==> src/rtl/tetris_pkg.sv <==
// Shared board geometry, game-state codes and beat payload for the board row transmitter.
package tetris_pkg;

  localparam int unsigned ROWS        = 8;
  localparam int unsigned COLS        = 4;
  localparam int unsigned BOARD_W     = ROWS * COLS;
  localparam int unsigned ROW_W       = $clog2(ROWS);
  localparam int unsigned ST_W        = 3;
  localparam int unsigned DROP_W      = 8;
  localparam int unsigned GAP_CYC_DEF = 4;

  localparam logic [ST_W-1:0] ST_GEN     = 3'b000;
  localparam logic [ST_W-1:0] ST_MOVING  = 3'b001;
  localparam logic [ST_W-1:0] ST_CLEAR   = 3'b011;
  // Reset value of the previous-state tracker: never a real state, so GEN held through reset triggers.
  localparam logic [ST_W-1:0] ST_NONE    = 3'b111;

  typedef struct packed {
    logic [COLS-1:0]  data;
    logic [ROW_W-1:0] row;
    logic             sof;
    logic             eof;
    logic             full;
  } beat_t;

  function automatic logic [COLS-1:0] row_slice(input logic [BOARD_W-1:0] board,
                                                input logic [ROW_W-1:0]   idx);
    return board[int'(idx) * COLS +: COLS];
  endfunction

  function automatic beat_t make_beat(input logic [COLS-1:0]  data,
                                      input logic [ROW_W-1:0] row);
    beat_t b;
    b.data = data;
    b.row  = row;
    b.sof  = (row == ROW_W'(0));
    b.eof  = (row == ROW_W'(ROWS - 1));
    b.full = &data;
    return b;
  endfunction

endpackage

==> src/rtl/board_row_tx_if.sv <==
// Valid/ready row-beat link from the board transmitter to the display driver.
interface board_row_tx_if;
  import tetris_pkg::*;

  logic             tx_valid;
  logic             tx_ready;
  logic [COLS-1:0]  tx_data;
  logic [ROW_W-1:0] tx_row;
  logic             tx_sof;
  logic             tx_eof;
  logic             tx_full;

  modport master (
    output tx_valid, tx_data, tx_row, tx_sof, tx_eof, tx_full,
    input  tx_ready
  );

  modport slave (
    input  tx_valid, tx_data, tx_row, tx_sof, tx_eof, tx_full,
    output tx_ready
  );

endinterface

==> src/rtl/board_snap_reg.sv <==
// Board snapshot register with a row mux; holds the frame in flight independent of board_in.
module board_snap_reg
  import tetris_pkg::*;
(
  input  logic               clka,
  input  logic               restart,
  input  logic               load,
  input  logic [BOARD_W-1:0] board_in,
  input  logic [ROW_W-1:0]   sel,
  output logic [COLS-1:0]    row_c
);

  logic [BOARD_W-1:0] snap_q;
  logic [BOARD_W-1:0] snap_d;

  always_comb begin
    snap_d = snap_q;
    if (load) snap_d = board_in;
  end

  always_ff @(posedge clka) begin
    if (restart) snap_q <= '0;
    else         snap_q <= snap_d;
  end

  assign row_c = row_slice(snap_q, sel);

endmodule

==> src/rtl/board_row_tx.sv <==
// Board row transmitter: snapshots the board on GEN entry or refresh and streams it row by row.
module board_row_tx
  import tetris_pkg::*;
#(
  parameter int unsigned GAP_CYC = GAP_CYC_DEF
) (
  input  logic                clka,
  input  logic                restart,
  input  logic [ST_W-1:0]     state,
  input  logic [BOARD_W-1:0]  board_in,
  input  logic                error,
  input  logic                refresh,
  board_row_tx_if.master      tx,
  output logic                busy,
  output logic [DROP_W-1:0]   drop_cnt
);

  localparam int unsigned GAP_W = $clog2(GAP_CYC + 1);

  typedef enum logic [1:0] {
    S_IDLE = 2'd0,
    S_SEND = 2'd1,
    S_GAP  = 2'd2
  } fsm_t;

  fsm_t              fsm_q, fsm_d;
  logic [ST_W-1:0]   prev_state_q, prev_state_d;
  logic              pending_q, pending_d;
  logic [GAP_W-1:0]  gap_q, gap_d;
  logic [DROP_W-1:0] drop_q, drop_d;
  logic              valid_q, valid_d;
  logic              busy_q, busy_d;
  beat_t             beat_q, beat_d;

  logic              trig;
  logic              trig_ok;
  logic              handshake;
  logic              gap_done;
  logic              last_row;
  logic              drop_inc;
  logic              snap_load;
  logic [ROW_W-1:0]  snap_sel;
  logic [COLS-1:0]   snap_row_c;
  beat_t             first_beat;

  // The mux looks one row ahead so the next beat is registered on the accepting edge.
  assign snap_sel = ROW_W'(beat_q.row + ROW_W'(1));

  board_snap_reg u_snap (
    .clka     (clka),
    .restart  (restart),
    .load     (snap_load),
    .board_in (board_in),
    .sel      (snap_sel),
    .row_c    (snap_row_c)
  );

  always_comb begin
    trig       = ((state == ST_GEN) && (prev_state_q != ST_GEN)) || refresh;
    trig_ok    = trig && !error;
    handshake  = valid_q && tx.tx_ready;
    gap_done   = (gap_q == GAP_W'(GAP_CYC - 1));
    last_row   = (beat_q.row == ROW_W'(ROWS - 1));
    first_beat = make_beat(row_slice(board_in, ROW_W'(0)), ROW_W'(0));
  end

  // Next-state, trigger bookkeeping and beat sequencing.
  always_comb begin
    fsm_d        = fsm_q;
    prev_state_d = state;
    pending_d    = pending_q;
    gap_d        = gap_q;
    valid_d      = valid_q;
    beat_d       = beat_q;
    snap_load    = 1'b0;
    drop_inc     = trig && error;

    unique case (fsm_q)
      S_IDLE: begin
        if (trig_ok) begin
          fsm_d     = S_SEND;
          valid_d   = 1'b1;
          snap_load = 1'b1;
          beat_d    = first_beat;
        end
      end

      S_SEND: begin
        if (trig_ok) begin
          if (pending_q) drop_inc  = 1'b1;
          else           pending_d = 1'b1;
        end
        if (handshake) begin
          if (last_row) begin
            fsm_d   = S_GAP;
            valid_d = 1'b0;
            gap_d   = '0;
          end else begin
            beat_d = make_beat(snap_row_c, snap_sel);
          end
        end
      end

      S_GAP: begin
        gap_d = GAP_W'(gap_q + GAP_W'(1));
        if (gap_done) begin
          gap_d = '0;
          // A queued or just-arrived trigger restarts directly without passing through IDLE.
          if (pending_q || trig_ok) begin
            fsm_d     = S_SEND;
            valid_d   = 1'b1;
            snap_load = 1'b1;
            beat_d    = first_beat;
            pending_d = pending_q && trig_ok;
          end else begin
            fsm_d = S_IDLE;
          end
        end else if (trig_ok) begin
          if (pending_q) drop_inc  = 1'b1;
          else           pending_d = 1'b1;
        end
      end

      default: begin
        fsm_d   = S_IDLE;
        valid_d = 1'b0;
      end
    endcase

    drop_d = drop_q;
    if (drop_inc && (drop_q != {DROP_W{1'b1}})) drop_d = DROP_W'(drop_q + DROP_W'(1));

    busy_d = (fsm_d != S_IDLE);
  end

  always_ff @(posedge clka) begin
    if (restart) begin
      fsm_q        <= S_IDLE;
      prev_state_q <= ST_NONE;
      pending_q    <= 1'b0;
      gap_q        <= '0;
      drop_q       <= '0;
      valid_q      <= 1'b0;
      busy_q       <= 1'b0;
      beat_q       <= '0;
    end else begin
      fsm_q        <= fsm_d;
      prev_state_q <= prev_state_d;
      pending_q    <= pending_d;
      gap_q        <= gap_d;
      drop_q       <= drop_d;
      valid_q      <= valid_d;
      busy_q       <= busy_d;
      beat_q       <= beat_d;
    end
  end

  assign tx.tx_valid = valid_q;
  assign tx.tx_data  = beat_q.data;
  assign tx.tx_row   = beat_q.row;
  assign tx.tx_sof   = beat_q.sof;
  assign tx.tx_eof   = beat_q.eof;
  assign tx.tx_full  = beat_q.full;
  assign busy        = busy_q;
  assign drop_cnt    = drop_q;

endmodule

==> src/flat_wrapper.sv <==
// flat-port wrapper written by rule: the top's interface ports become plain ports
module board_row_tx_flat import tetris_pkg::*;
#(
  parameter int unsigned GAP_CYC = GAP_CYC_DEF
)
  (clka, restart, state, board_in, error, refresh, busy, drop_cnt, tx_tx_valid, tx_tx_data, tx_tx_row, tx_tx_sof, tx_tx_eof, tx_tx_full, tx_tx_ready);
  board_row_tx_if tx_i ();
  input  logic clka;
  input  logic restart;
  input  logic [ST_W-1:0] state;
  input  logic [BOARD_W-1:0] board_in;
  input  logic error;
  input  logic refresh;
  output logic busy;
  output logic [DROP_W-1:0] drop_cnt;
  output wire logic [$bits(tx_i.tx_valid)-1:0] tx_tx_valid;
  output wire logic [$bits(tx_i.tx_data)-1:0] tx_tx_data;
  output wire logic [$bits(tx_i.tx_row)-1:0] tx_tx_row;
  output wire logic [$bits(tx_i.tx_sof)-1:0] tx_tx_sof;
  output wire logic [$bits(tx_i.tx_eof)-1:0] tx_tx_eof;
  output wire logic [$bits(tx_i.tx_full)-1:0] tx_tx_full;
  input wire logic [$bits(tx_i.tx_ready)-1:0] tx_tx_ready;
  assign tx_tx_valid = tx_i.tx_valid;
  assign tx_tx_data = tx_i.tx_data;
  assign tx_tx_row = tx_i.tx_row;
  assign tx_tx_sof = tx_i.tx_sof;
  assign tx_tx_eof = tx_i.tx_eof;
  assign tx_tx_full = tx_i.tx_full;
  assign tx_i.tx_ready = tx_tx_ready;
  board_row_tx #(.GAP_CYC(GAP_CYC)) u_core (.clka(clka), .restart(restart), .state(state), .board_in(board_in), .error(error), .refresh(refresh), .tx(tx_i), .busy(busy), .drop_cnt(drop_cnt));
endmodule
==> config.mk <==
export PLATFORM = sky130hd
export DESIGN_NAME = board_row_tx_flat
export DESIGN_NICKNAME = d
export VERILOG_FILES = /design/src/rtl/tetris_pkg.sv /design/src/rtl/board_row_tx_if.sv /design/src/rtl/board_snap_reg.sv /design/src/rtl/board_row_tx.sv /design/src/flat_wrapper.sv
export SDC_FILE = /design/constraint.sdc
export NUM_CORES = 1
export LEC_CHECK = 0
export CAP_MARGIN = 20
export CELL_PAD_IN_SITES_DETAIL_PLACEMENT = 1
export CELL_PAD_IN_SITES_GLOBAL_PLACEMENT = 1
export CORE_MARGIN = 2
export CORE_UTILIZATION = 43
export DETAILED_ROUTE_END_ITERATION = 10
export PLACE_DENSITY_LB_ADDON = 0.1
export REMOVE_ABC_BUFFERS = 1
export SYNTH_ARGS = -nofsm -noshare
export SYNTH_HDL_FRONTEND = slang
export SYNTH_SLANG_ARGS = --single-unit
==> constraint.sdc <==
create_clock -name clka -period 4.17 [get_ports clka]
set_clock_uncertainty 0.05 [all_clocks]
set_input_delay 0.6255 -clock clka [delete_from_list [all_inputs] [get_ports clka]]
set_output_delay 0.6255 -clock clka [all_outputs]
set_load 0.05 [all_outputs]
# Word level (Yosys, flattened, before mapping)
# Index checks and enable logic that the tools add are counted.
[totals]
register_bits = 61
wordCells = 86
[classes]
addsub = 3
eq_ne = 13
shift = 1
mux = 34
reduce_logical = 22
[op_table]
columns = ["op", "n"]
rows = [
  ["$mux 10", 5],
  ["$shiftx 32x6->4", 1],
  ["$pmux 10 s3", 1],
  ["$mux 1", 15],
  ["$ne 2x1->1 const B", 5],
  ["$mux 3", 3],
  ["$add 8x1->8 const B", 1],
  ["$mux 2", 4],
  ["$ne 8x8->1 const B", 1],
  ["$reduce_and 4->1", 2],
  ["$add 3x1->3 const B", 2],
  ["$eq 3x3->1 const B", 2],
  ["$logic_and 1x1->1", 6],
  ["$logic_not 3->1", 2],
  ["$pmux 1 s2", 3],
  ["$pmux 2 s3", 1],
  ["$pmux 3 s2", 1],
  ["$reduce_and 6->1", 1],
  ["$reduce_bool 3->1", 2],
  ["$reduce_and 5->1", 1],
  ["$reduce_bool 2->1", 2],
  ["$eq 3x2->1 const B", 1],
  ["$ne 3x3->1 const B", 1],
  ["$pmux 1 s3", 1],
  ["8 further kinds", 9],
]

# Depth between registers and ports, before layout
[logic_depth]
word_depth = 9
ltp_mapped = 9
ltp_nobuf = 7

# Cells and area by module
# From an unflattened synthesis, not the netlist that was laid out.
[hier_totals]
hier_cells = 302
hier_area_um2 = 2925.3
[by_module_without_submodules]
columns = ["mod", "instances", "cells_per_inst", "area_each_um2", "seq_area_each_um2"]
rows = [
  ["board_row_tx", 1, 185, 1544.0, 580.6],
  ["board_snap_reg", 1, 117, 1381.3, 640.6],
]

# Least setup slack after synthesis
# Ideal clock, no wire load.
[synth_timing]
path_type = "register to register"
start = "register u_core.beat_q, in the netlist u_core.tx.tx_row[0]"
end = "register u_core.beat_q, in the netlist u_core.tx.tx_data[3]"
setup_time_ns = 0.132
arrival_time_ns = 2.505
t_required_ns = 3.988
setup_slack_ns = 1.482
path_stages_with_launch = 9
path_buffers = 1
path_cell_list = "dfxtp_1 -> clkinv_1 -> ha_1 -> buf_2 -> mux4_2 -> mux2i_1 -> nand2_1 -> o211ai_1 -> a21oi_1"
[synth_between]
elab_chain_len = 5
[synth_lines]
columns = ["item", "line_no", "text"]
rows = [
  ["from (decl)", "board_row_tx.sv:33", "beat_t beat_q, beat_d;"],
  ["from (signal assigned)", "board_row_tx.sv:154", "beat_q <= beat_d;"],
  ["$add 3x1->3", "board_row_tx.sv:47", "assign snap_sel = ROW_W'(beat_q.row + ROW_W'(1));"],
  ["$shiftx 32x6->4", "tetris_pkg.sv:28", "return board[int'(idx) * COLS +: COLS];"],
  ["$mux 10", "board_row_tx.sv:94", "if (last_row) begin"],
  ["$mux 10", "board_row_tx.sv:93", "if (handshake) begin"],
  ["$pmux 10 s3", "board_row_tx.sv:78", "unique case (fsm_q)"],
]
# Several ways; a longest one is shown, not always the timed one. The select of a mux whose other input is x is not followed.
# A chain may end at the register's enable or synchronous reset.

# Final worst setup path
[layout_timing]
start = "register u_core.beat_q, in the netlist u_core.tx.tx_row[0]"
end = "register u_core.beat_q, in the netlist u_core.tx.tx_data[2]"
# The elaborated chain is that of the path after synthesis.

==> run metrics <==
post-synthesis mux area share=roughly 17%; Power Density=341 mW/mm²; M1 WL=3640 µm; worst-case vdd ir drop=~0.00017 V; post-synthesis xor/xnor area fraction=between 1 and 1.5%; detail-routed via count per cell=5.20; r2r startpoint=u_core.tx.tx_row[0]; initial DRC count=50; Antenna Nets Post-Route=0; drt total wl=7430 µm; Area Growth Syn to Fin=25.5%; CTS buffer count=9; Syn Area/Cell=9.52 µm²; final layout net count=approximately 430; Placed Cells=roughly 470; Hold Path Class=register to register; critical path data arrival time=2.76 ns; commonest non-fill, non-tap cell in the layout=nand2b_1; RSZ-0062 raised after global routing=no; #FFs+latches synth=between 60 and 70; Tmin final=approximately 2.6 ns; via count=around 2500; metal2 WL=3420 µm; worst-path fanout max=9; main combinational cell family by area after synthesis=simple AND/OR/NAND/NOR gates; Hold Fails Final Rpt=0; Placeable Area=0.00718 mm²; EDFF count, synth=0; Synth Area in Simple Gates=between 20% and 30%; Tcrit/Tclk final=62.2%; placed cell areas=about 0.0038 mm²; Async SR Flop Fraction=0%; Startpoint Class=register; most used flip-flop cell after synthesis=dfxtp_1; Gate Count Post-Synth=~330; Global Route Usage Sum=19.1%; initial antenna violation count=0; crit-path cells=clkinv_1 > ha_1 > mux4_2 > mux2i_1 > o22ai_1 > nor2_1 > nor3_1; status=completed; Worst Reg2Reg Path Length in Cells=7; worst r2r dst=u_core.tx.tx_data[2]; area share of the largest cell type after synthesis=between 30% and 40%; largest net degree at the start of global routing=between 40 and 50; GPL Wtd Cong=0.780; Placement Setup Slack=around 1.4 ns; H-tree depth=3; I/O pins=60; die height=89.6 µm; Post-CTS Setup Bufs=0; PnR worst setup slack=1.58 ns; Post-CTS Hold Buffers=0; Residual DRC=0; Max-Slew Margin vs Limit=between 50% and 60%; clk root buf=clkbuf_8; Setup crit end=u_core.tx.tx_data[2]; WL met3=295 µm; Rows=31; Achievable Freq=386 MHz; CTS sink count=61; Worst path max stage delay=between 0.7 and 0.8 ns; Setup crit end kind=register; adder-cell share of the synthesized area=under 10%; clock-pin slew on the worst setup and hold paths=0.07 ns; CP max stage cell=ha_1; total gr overflow=0; total die area=~0.0080 mm²; Layout Cells excl Fill=487; antenna diode count=0; Critical Path RT=approximately 4.3 ns; kind of critical path=register to register; first-pass GRT wire length=about 12000 µm; sequential area share after synthesis=38.8%; DR pass1 iterations=4; Netlist cell types=51; Synth Area in Compound Gates=under 10%; Design Area, Final=between 0.003 and 0.004 mm²; clk buf depth=2; fraction of layout cells with a size suffix above 1=about a tenth; Final Setup Violations=0; CTS resizes=0; setup TNS=0 ns; CTS tree=built; CP startpoint=u_core.tx.tx_row[0]; Horiz. Die Dim=between 80 and 90 µm; routed wire length per instance=about 15 µm; Clock Latency Late Sink=between 0.3 and 0.4 ns; Worst Path Buf+Inv=1; Worst-Margin Slew=around 0.74 ns; Final Max Tran Viols=0; most frequent cells in the layout=nand2b_1, dfxtp_1, clkdlybuf4s50_1, mux2i_1, nand2_1; vias in the first global route=approximately 2400; Leak=between 1 and 1.5 nW; HPWL after DPL=approximately 5300 µm; # port buffers=59; top cells by area, synth=dfxtp_1, nand2b_1, mux2i_1; Stages on worst setup path=7; number of synthesis warnings=0; mapped cell area=about 0.0032 mm²; Max Used Layer=met4; delay-heaviest family, CP=multiplexers; max cap viols=0; R2R Setup Slk=~1.6 ns; Yosys top cell by area=dfxtp_1; starting density of the core=between 40% and 50%
==> registers in the layout (all words and copies together), names as in the netlist <==
name	cells
u_core.tx.tx_eof	1
u_core.tx.tx_valid	1
u_core.tx.tx_sof	1
u_core.tx.tx_data	4
u_core.fsm_q	2
u_core.tx.tx_full	1
u_core.tx.tx_row	3
u_core.prev_state_q	3
u_core.busy	1
u_core.drop_cnt	8
u_core.pending_q	1
u_core.u_snap.snap_q	32
u_core.gap_q	3
==> worst reg2reg max path: stages, from the launching register on <==
cell and delay [ns]:
dfxtp_1 0.41, clkinv_1 0.26, ha_1 0.71, mux4_2 0.58, mux2i_1 0.20, o22ai_1 0.10
nor2_1 0.11, nor3_1 0.06
==> synth_stat cells, types with 2 or more instances <==
library cell	number
nand2b_1	65
dfxtp_1	61
mux2i_1	34
nand2_1	19
a21oi_1	16
nor2_1	14
clkbuf_1	11
ha_1	9
mux4_2	8
nand3_1	8
inv_1	6
nor3_1	6
nor2b_1	5
buf_2	4
nand4_1	4
o22ai_1	4
xnor2_1	4
buf_6	3
nor4_1	3
or2_2	3
or3_1	3
a211oi_1	2
a21oi_2	2
a221oi_1	2
mux2_2	2
nand3b_1	2
o211ai_1	2
o21ai_0	2
o21ai_1	2
o31ai_1	2
or3b_2	2
or4_1	2
==> power breakdown <==
group          switching (W)  leakage, nW  internal (W)
clock network       0.000221       0.0881      0.000240
registers          0.0000219        0.498      0.000616
logic               0.000133        0.828      0.000118
==> routing by layer <==
| metal | track usage [%] | up-vias |
|---|---|---|
| li1 | - | 1265 |
| met1 | 27.3 | 1209 |
| met2 | 29.2 | 52 |
| met3 | 2.83 | 7 |
| met4 | 7.33 | 0 |
| met5 | 0 | - |
==> final cells by class <==
cell class | instances | area [µm²]
Inverter | 7 | 26.3
Timing Repair Buffer | 62 | 608
Sequential cell | 61 | 1220
Tap cell | 99 | 124
Fill cell | 819 | 3220
Clock buffer | 12 | 155
Clock inverter | 2 | 10.0
Multi-Input combinational cell | 244 | 1810
==> through the flow <==
step	power (W)	util, %	hold WS [ns]
2_1_floorplan	0.000798	-	0.380
3_3_place_gp	0.000897	52.8	0.392
3_5_place_dp	0.000902	52.8	0.395
4_1_cts	0.00136	55.1	0.402
5_1_grt	0.00141	55.1	0.426
6_report	0.00135	55.1	0.398
==> worst min path at each step <==
stage,startpoint,end,slack [ns],cells past startpoint
after floorplan,u_core.gap_q[1],u_core.gap_q[1],0.38,2
after global placement,u_core.tx.tx_eof,u_core.tx.tx_eof,0.39,2
after detailed placement,u_core.tx.tx_eof,u_core.tx.tx_eof,0.39,2
after CTS,u_core.tx.tx_eof,u_core.tx.tx_eof,0.40,2
after global routing,u_core.tx.tx_eof,u_core.tx.tx_eof,0.43,2
final,u_core.tx.tx_eof,u_core.tx.tx_eof,0.40,2
==> cell families after synthesis <==
kind of cell               count (synthesis)
xor gates and xnor gates                   4
DFF                                       61
buffers and inverters                     26
adders and majority gates                  9
and+or+nand+nor                          144
muxes                                     44
AOI/OAI and AO/OA                         43
Power figures use the tool's default switching activity.
